## src/rtl/register_file_mp_pkg.sv

```systemverilog
// rf_pkg: shared defaults, address-width and packed-bus slice helpers for the register file
package rf_pkg;
    localparam int DEF_WIDTH    = 32;
    localparam int DEF_NUM_REGS = 32;
    localparam int DEF_NUM_READ = 2;

    function automatic int addr_width(input int n);
        return (n <= 2) ? 1 : $clog2(n);
    endfunction

    function automatic int slice_lo(input int port, input int w);
        return port * w;
    endfunction
endpackage

```

## src/rtl/register_file_mp_if.sv

```systemverilog
// register_file_mp_if: read, write and issue signals between decode/writeback and the register file
interface register_file_mp_if
    import rf_pkg::*;
#(
    parameter int WIDTH    = DEF_WIDTH,
    parameter int NUM_REGS = DEF_NUM_REGS,
    parameter int NUM_READ = DEF_NUM_READ,
    parameter int AW       = addr_width(NUM_REGS)
);
    logic [NUM_READ*AW-1:0]    ra;
    logic [NUM_READ*WIDTH-1:0] rd;
    logic [NUM_READ-1:0]       rd_busy;
    logic                      we_a;
    logic [AW-1:0]             wa_a;
    logic [WIDTH-1:0]          wd_a;
    logic                      we_b;
    logic [AW-1:0]             wa_b;
    logic [WIDTH-1:0]          wd_b;
    logic                      issue_en;
    logic [AW-1:0]             issue_addr;
    logic                      issue_ready;
    logic                      wr_conflict;

    modport master (
        output ra, we_a, wa_a, wd_a, we_b, wa_b, wd_b, issue_en, issue_addr,
        input  rd, rd_busy, issue_ready, wr_conflict
    );

    modport slave (
        input  ra, we_a, wa_a, wd_a, we_b, wa_b, wd_b, issue_en, issue_addr,
        output rd, rd_busy, issue_ready, wr_conflict
    );
endinterface

```

## src/rtl/register_file_mp_scoreboard.sv

```systemverilog
// rf_scoreboard: per-register pending-write bits; a new issue outranks a same-cycle writeback
module rf_scoreboard
    import rf_pkg::*;
#(
    parameter int NUM_REGS = DEF_NUM_REGS,
    parameter int ZERO_REG = 1,
    parameter int AW       = addr_width(NUM_REGS)
) (
    input  logic                clk,
    input  logic                rst,
    input  logic                issue_en,
    input  logic [AW-1:0]       issue_addr,
    input  logic                we_a,
    input  logic [AW-1:0]       wa_a,
    input  logic                we_b,
    input  logic [AW-1:0]       wa_b,
    output logic [NUM_REGS-1:0] busy,
    output logic                issue_ready
);
    logic [NUM_REGS-1:0] busy_d;
    logic                issue_zero;
    logic                issue_go;

    assign issue_zero  = (ZERO_REG != 0) && (issue_addr == '0);
    assign issue_ready = issue_zero | ~busy[issue_addr];
    assign issue_go    = issue_en & issue_ready & ~issue_zero;

    always_comb begin
        busy_d = busy;
        for (int r = 0; r < NUM_REGS; r++) begin
            if (issue_go && issue_addr == AW'(r))
                busy_d[r] = 1'b1;
            else if ((we_a && wa_a == AW'(r)) || (we_b && wa_b == AW'(r)))
                busy_d[r] = 1'b0;
        end
    end

    always_ff @(posedge clk) begin
        if (rst)
            busy <= '0;
        else
            busy <= busy_d;
    end
endmodule

```

## src/rtl/register_file_mp.sv

```systemverilog
// register_file_mp: multi-port register file with dual writeback, optional bypass/zero register
// and an integrated RAW/WAW scoreboard
module register_file_mp
    import rf_pkg::*;
#(
    parameter int WIDTH    = DEF_WIDTH,
    parameter int NUM_REGS = DEF_NUM_REGS,
    parameter int NUM_READ = DEF_NUM_READ,
    parameter int ZERO_REG = 1,
    parameter int BYPASS   = 1
) (
    input  logic               clk,
    input  logic               rst,
    register_file_mp_if.slave  bus
);
    localparam int AW = addr_width(NUM_REGS);

    logic [WIDTH-1:0]    mem [NUM_REGS];
    logic [NUM_REGS-1:0] busy;
    logic                wen_a;
    logic                wen_b;
    logic                same_addr;
    logic                wr_conflict_q;

    assign same_addr = bus.wa_a == bus.wa_b;
    assign wen_a     = bus.we_a & ~((ZERO_REG != 0) && bus.wa_a == '0);
    // port B yields to port A on a shared destination
    assign wen_b     = bus.we_b & ~((ZERO_REG != 0) && bus.wa_b == '0) & ~(wen_a & same_addr);

    always_ff @(posedge clk) begin
        if (rst) begin
            for (int r = 0; r < NUM_REGS; r++)
                mem[r] <= '0;
            wr_conflict_q <= 1'b0;
        end else begin
            if (wen_a)
                mem[bus.wa_a] <= bus.wd_a;
            if (wen_b)
                mem[bus.wa_b] <= bus.wd_b;
            if (wen_a && bus.we_b && same_addr)
                wr_conflict_q <= 1'b1;
        end
    end

    assign bus.wr_conflict = wr_conflict_q;

    rf_scoreboard #(
        .NUM_REGS (NUM_REGS),
        .ZERO_REG (ZERO_REG),
        .AW       (AW)
    ) u_scoreboard (
        .clk         (clk),
        .rst         (rst),
        .issue_en    (bus.issue_en),
        .issue_addr  (bus.issue_addr),
        .we_a        (bus.we_a),
        .wa_a        (bus.wa_a),
        .we_b        (bus.we_b),
        .wa_b        (bus.wa_b),
        .busy        (busy),
        .issue_ready (bus.issue_ready)
    );

    for (genvar i = 0; i < NUM_READ; i++) begin : g_read
        logic [AW-1:0] addr;
        logic          zero;
        logic          hit_a;
        logic          hit_b;
        assign addr  = bus.ra[slice_lo(i, AW) +: AW];
        assign zero  = (ZERO_REG != 0) && addr == '0;
        assign hit_a = (BYPASS != 0) && wen_a && bus.wa_a == addr;
        assign hit_b = (BYPASS != 0) && wen_b && bus.wa_b == addr;
        assign bus.rd[slice_lo(i, WIDTH) +: WIDTH] = zero  ? '0 :
                                                     hit_a ? bus.wd_a :
                                                     hit_b ? bus.wd_b : mem[addr];
        assign bus.rd_busy[i] = ~zero & ~hit_a & ~hit_b & busy[addr];
    end
endmodule

```

## src/flat_wrapper.sv

```systemverilog
// flat-port wrapper written by rule: the top's interface ports become plain ports
module register_file_mp_flat import rf_pkg::*;
#(
    parameter int WIDTH    = DEF_WIDTH,
    parameter int NUM_REGS = DEF_NUM_REGS,
    parameter int NUM_READ = DEF_NUM_READ,
    parameter int ZERO_REG = 1,
    parameter int BYPASS   = 1
)
  (clk, rst, bus_ra, bus_we_a, bus_wa_a, bus_wd_a, bus_we_b, bus_wa_b, bus_wd_b, bus_issue_en, bus_issue_addr, bus_rd, bus_rd_busy, bus_issue_ready, bus_wr_conflict);
  register_file_mp_if #(.WIDTH(WIDTH), .NUM_REGS(NUM_REGS), .NUM_READ(NUM_READ)) bus_i ();
  input  logic clk;
  input  logic rst;
  input wire logic [$bits(bus_i.ra)-1:0] bus_ra;
  input wire logic [$bits(bus_i.we_a)-1:0] bus_we_a;
  input wire logic [$bits(bus_i.wa_a)-1:0] bus_wa_a;
  input wire logic [$bits(bus_i.wd_a)-1:0] bus_wd_a;
  input wire logic [$bits(bus_i.we_b)-1:0] bus_we_b;
  input wire logic [$bits(bus_i.wa_b)-1:0] bus_wa_b;
  input wire logic [$bits(bus_i.wd_b)-1:0] bus_wd_b;
  input wire logic [$bits(bus_i.issue_en)-1:0] bus_issue_en;
  input wire logic [$bits(bus_i.issue_addr)-1:0] bus_issue_addr;
  output wire logic [$bits(bus_i.rd)-1:0] bus_rd;
  output wire logic [$bits(bus_i.rd_busy)-1:0] bus_rd_busy;
  output wire logic [$bits(bus_i.issue_ready)-1:0] bus_issue_ready;
  output wire logic [$bits(bus_i.wr_conflict)-1:0] bus_wr_conflict;
  assign bus_i.ra = bus_ra;
  assign bus_i.we_a = bus_we_a;
  assign bus_i.wa_a = bus_wa_a;
  assign bus_i.wd_a = bus_wd_a;
  assign bus_i.we_b = bus_we_b;
  assign bus_i.wa_b = bus_wa_b;
  assign bus_i.wd_b = bus_wd_b;
  assign bus_i.issue_en = bus_issue_en;
  assign bus_i.issue_addr = bus_issue_addr;
  assign bus_rd = bus_i.rd;
  assign bus_rd_busy = bus_i.rd_busy;
  assign bus_issue_ready = bus_i.issue_ready;
  assign bus_wr_conflict = bus_i.wr_conflict;
  register_file_mp #(.WIDTH(WIDTH), .NUM_REGS(NUM_REGS), .NUM_READ(NUM_READ), .ZERO_REG(ZERO_REG), .BYPASS(BYPASS)) u_core (.clk(clk), .rst(rst), .bus(bus_i));
endmodule
```

## config.mk

```make
export PLATFORM = sky130hd
export DESIGN_NAME = register_file_mp_flat
export DESIGN_NICKNAME = d
export VERILOG_FILES = /design/src/rtl/register_file_mp_pkg.sv /design/src/rtl/register_file_mp_if.sv /design/src/rtl/register_file_mp_scoreboard.sv /design/src/rtl/register_file_mp.sv /design/src/flat_wrapper.sv
export SDC_FILE = /design/constraint.sdc
export NUM_CORES = 2
export LEC_CHECK = 0
export BUFFER_PORTS_ARGS = -buffer_cell sky130_fd_sc_hd__buf_2
export CAP_MARGIN = 20
export CORE_MARGIN = 3
export CORE_UTILIZATION = 30
export CTS_BUF_LIST = sky130_fd_sc_hd__clkbuf_4 sky130_fd_sc_hd__clkbuf_8
export DETAILED_ROUTE_END_ITERATION = 10
export PLACE_DENSITY = 0.57
export SKIP_LAST_GASP = 1
export SYNTH_ARGS = -nofsm -noshare
export SYNTH_HDL_FRONTEND = slang
export SYNTH_HIERARCHICAL = 1
export SYNTH_SLANG_ARGS = --single-unit
export TNS_END_PERCENT = 1
```

## constraint.sdc

```tcl
create_clock -name clk -period 3.35 [get_ports clk]
set_clock_uncertainty 0.2 [all_clocks]
set_input_delay 0.67 -clock clk [delete_from_list [all_inputs] [get_ports clk]]
set_output_delay 0.67 -clock clk [all_outputs]
set_load 0.01 [all_outputs]
```

==> out/results.tsv <==
stage	metric	value	unit
routing	Avg WL per Cell	37.11	um
floorplanning	IO Count	162	
setup_path	Crit path max-delay family	compound AO/OA/AOI/OAI gates	
setup_path	critical path class	reg2out	
grt	gr ovfl total	0	
flow_run	MaxCap Viol Count	0	
min_path	HP Class	in2reg	
floorplanning	Initial Util	0.3023	
sta	final hold vios	0	
synth	register bit total from synthesis	1057	
finish	Final nets	4575	
synth	synth cell count leaders	edfxtp_1 (1024), a22o_1 (1022), mux4_2 (533), clkbuf_1 (422), buf_2 (167)	
routing	DRT Wirelength	271100	um
setup_path	CP arrival	3.04	ns
synth	Mapped Cells	4125	
synth	Post-Synth XOR/XNOR Area	0.003572	
sta	fin crit share	1.167	
grt	gr usage total	0.2513	
place	RePlAce Congestion	0.9187	
pwr	Seq pwr share	0.467	
clocking	CTS tree	yes	
pwr	P_int	24.17	mW
routing	Via-to-Cell Ratio	6.582	
setup_path	crit path buf inv count	1	
synth	top cells by area, synth	edfxtp_1 (50%), mux4_2 (20%), a22o_1 (15%)	
pwr	Sw Ratio	0.2787	
synth	Synth Warn #	6	
grt	vias in the first global route	48330	
clocking	total CTS buffers	189	
setup_path	Crit-path slowest cell	mux4_2	
routing	DRT antenna net count	0	
pwr	worst vdd ir	0.3875	mV
synth	Synth Area in Simple Gates	0.02770	
place	PortBufs	161	
clocking	Longest Clk Path Bufs	3	
synth	post-synthesis compound-gate area fraction	0.1988	
synth	Distinct cells, synth	72	
grt	first-pass GRT wire length	374200	um
place	Detailed Place HPWL	172600	um
grt	largest net degree at the start of global routing	53	
synth	sequential area share after synthesis	0.5125	
finish	final instance area	74320	sq um
clocking	Clk Latency, worst-skew pair	0.96	ns
sta	RSZ-0062 raised after global routing	yes	
routing	DRC violations left	0	
clocking	H-tree Lvls	4	
finish	share of layout cells above drive strength 1	0.3829	
synth	EDFF count, synth	1024	
setup_path	Max FO, Critical Path	2	
pwr	PwrDens	450.9	nW/um^2
routing	vias	48090	
clocking	Worst-path clk slew	0.08	ns
floorplanning	Core ar.	202700	sq um
floorplanning	row cnt	165	
setup_path	element type at the critical path end	output port	
finish	area delta synth->final	21.26	%
synth	Syn Std Cell Area	61290	sq um
setup_path	CP Cell Sequence	mux4_2 > a22o_1 > a221oi_4 > o211a_1 > o221ai_4 > buf_6	
synth	main combinational cell family by area after synthesis	multiplexers	
sta	Fmax achieved	0.2558	GHz
pwr	Comb pwr share	0.162	
sta	Slew headroom	0.2362	
synth	adder-cell share of the synthesized area	0	
sta	worst-margin pin slew	1.146	ns
grt	initial antenna violation count	17	
synth	mux share of post-synthesis cell area	0.2105	
synth	Synth Area per Inst	14.86	sq um
pwr	leakage power	25.55	nW
pwr	clock share of power	0.371	
pwr	Tot Pwr	33.51	mW
clocking	Num Clock Sinks	1057	
synth	Yosys top cell by area	edfxtp_1	
floorplanning	Die Width	458	um
pwr	P_sw	9.339	mW
synth	Synth top area share	0.5017	
sta	Final Max Slew Viols	0	
setup_path	CP Launch Type	flip-flop	
sta	min cycle time layout	3.910	ns
run_status	failing checks	negative setup slack	
routing	first-pass iteration count of the detailed router	8	
routing	Detailed Route Iter0 Violations	7418	
run_status	status	complete, but fails checks	
setup_path	slowest stage delay, CP	0.52	ns
sta	# setup viols final	67	
synth	post-synthesis async set-or-reset flop share	0	
sta	Setup WS post-layout	-0.5599	ns
synth	Top FF cell, synth	edfxtp_1	
floorplanning	Die Height	458	um
setup_path	CP required	2.48	ns
place	Placed Area	70130	sq um
clocking	Root Buffer	clkbuf_8	
synth	leading cell type by number of instances after synthesis	edfxtp_1	
floorplanning	die area	209800	sq um
[power groups by stage]
stage	clock [mW]	combinational (mW)	sequential, mW
after CTS	12.5	5.29	15.7
final	12.4	5.42	15.7
after global routing	13.1	5.59	15.7
after detailed placement	0	5.24	15.9
after floorplan	0	2.87	15.8
after global placement	0	5.21	15.9
[placed cells by master (no fill, tap or decap), types with 61 or more instances in the layout]
cell type	count
buf_12	164
buf_2	152
a22o_1	1022
edfxtp_1	1024
nand2_1	91
nor2_4	62
a22oi_1	89
mux4_2	533
clkbuf_8	192
o211a_1	61
mux2i_1	86
buf_4	451
[registers in the layout, indices dropped and copies added (netlist names)]
signal                    flops
u_core/mem                 1024
u_core/u_scoreboard/busy     32
u_core/bus.wr_conflict        1
[stage by stage]
stage          cells  hold slack (ns)  utilization  setup WS (ns)  setup TNS [ns]
2_1_floorplan   4156           0.2625            -        -0.1301          -23.33
3_3_place_gp    6955           0.2814       0.3459        -0.7394         -118.50
3_5_place_dp    6955           0.2897       0.3459        -0.7045         -156.76
4_1_cts         7294         0.005351       0.3655        -0.6252          -34.17
5_1_grt         7302           0.1108       0.3666        -0.5947          -35.03
6_report        7306           0.1066       0.3666        -0.5599          -28.12
[tightest hold or removal path, stage by stage]
cell and delay [ns]:
buf_2 0.13, buf_4 0.21, nor3_1 0.07, o22ai_1 0.13
[final timing paths]
| check | startpoint | cells after the start | slack [ns] | to |
|---|---|---|---|---|
| max | u_core/mem[6][8]$_DFFE_PP_ | 6 | -0.56 | bus_rd[40] |
| min | bus_wa_b[2] | 4 | 0.11 | u_core/u_scoreboard/busy[3]$_SDFFE_PP0P_ |
| min reg2reg | u_core/bus.wr_conflict$_SDFFE_PP0P_ | 2 | 0.30 | u_core/bus.wr_conflict$_SDFFE_PP0P_ |
| max reg2reg | u_core/u_scoreboard/busy[13]$_SDFFE_PP0P_ | 5 | 1.21 | u_core/u_scoreboard/busy[12]$_SDFFE_PP0P_ |
[area by class of cell]
cell class	count	area, sq um
fillers	19140	128400
flip-flops and latches	1057	31410
multi-input cells	2401	28000
repair buffers	784	7626
well taps	2672	3343
clock buffers	246	3048
clock inverters	87	689.4
inverters	48	180.2
diodes	11	27.53
[kinds of logic (layout without fill, tap and decap cells)]
kind of cell	count (synthesis)	count (layout)
compound gates	1390	1390
xor+xnor	25	25
buf+inv	698	1165
flops	1057	1057
mux	621	621
other cells	1	43
simple gates	333	333
[repair_timing]
| item | CTS | global route |
|---|---|---|
| hold buffers | 8 | 0 |
| setup buffers | 0 | 2 |
| pin swaps | 1 | 9 |
| endpoints found under the setup margin | 67 | 67 |
| gates resized for setup | 23 | 28 |
| hold endpoints to repair | 15 | 0 |
[metal layers]
layer  vias to the layer above  GRT usage  wire [um]
met1                     24850     0.3165      97130
met4                         6     0.1448      16560
met2                      3983     0.3807     121200
met5                         -   0.004363        150
li1                      18420          -          -
met3                       827    0.07875      36090
Note: power is estimated with default switching activity, not from simulation.
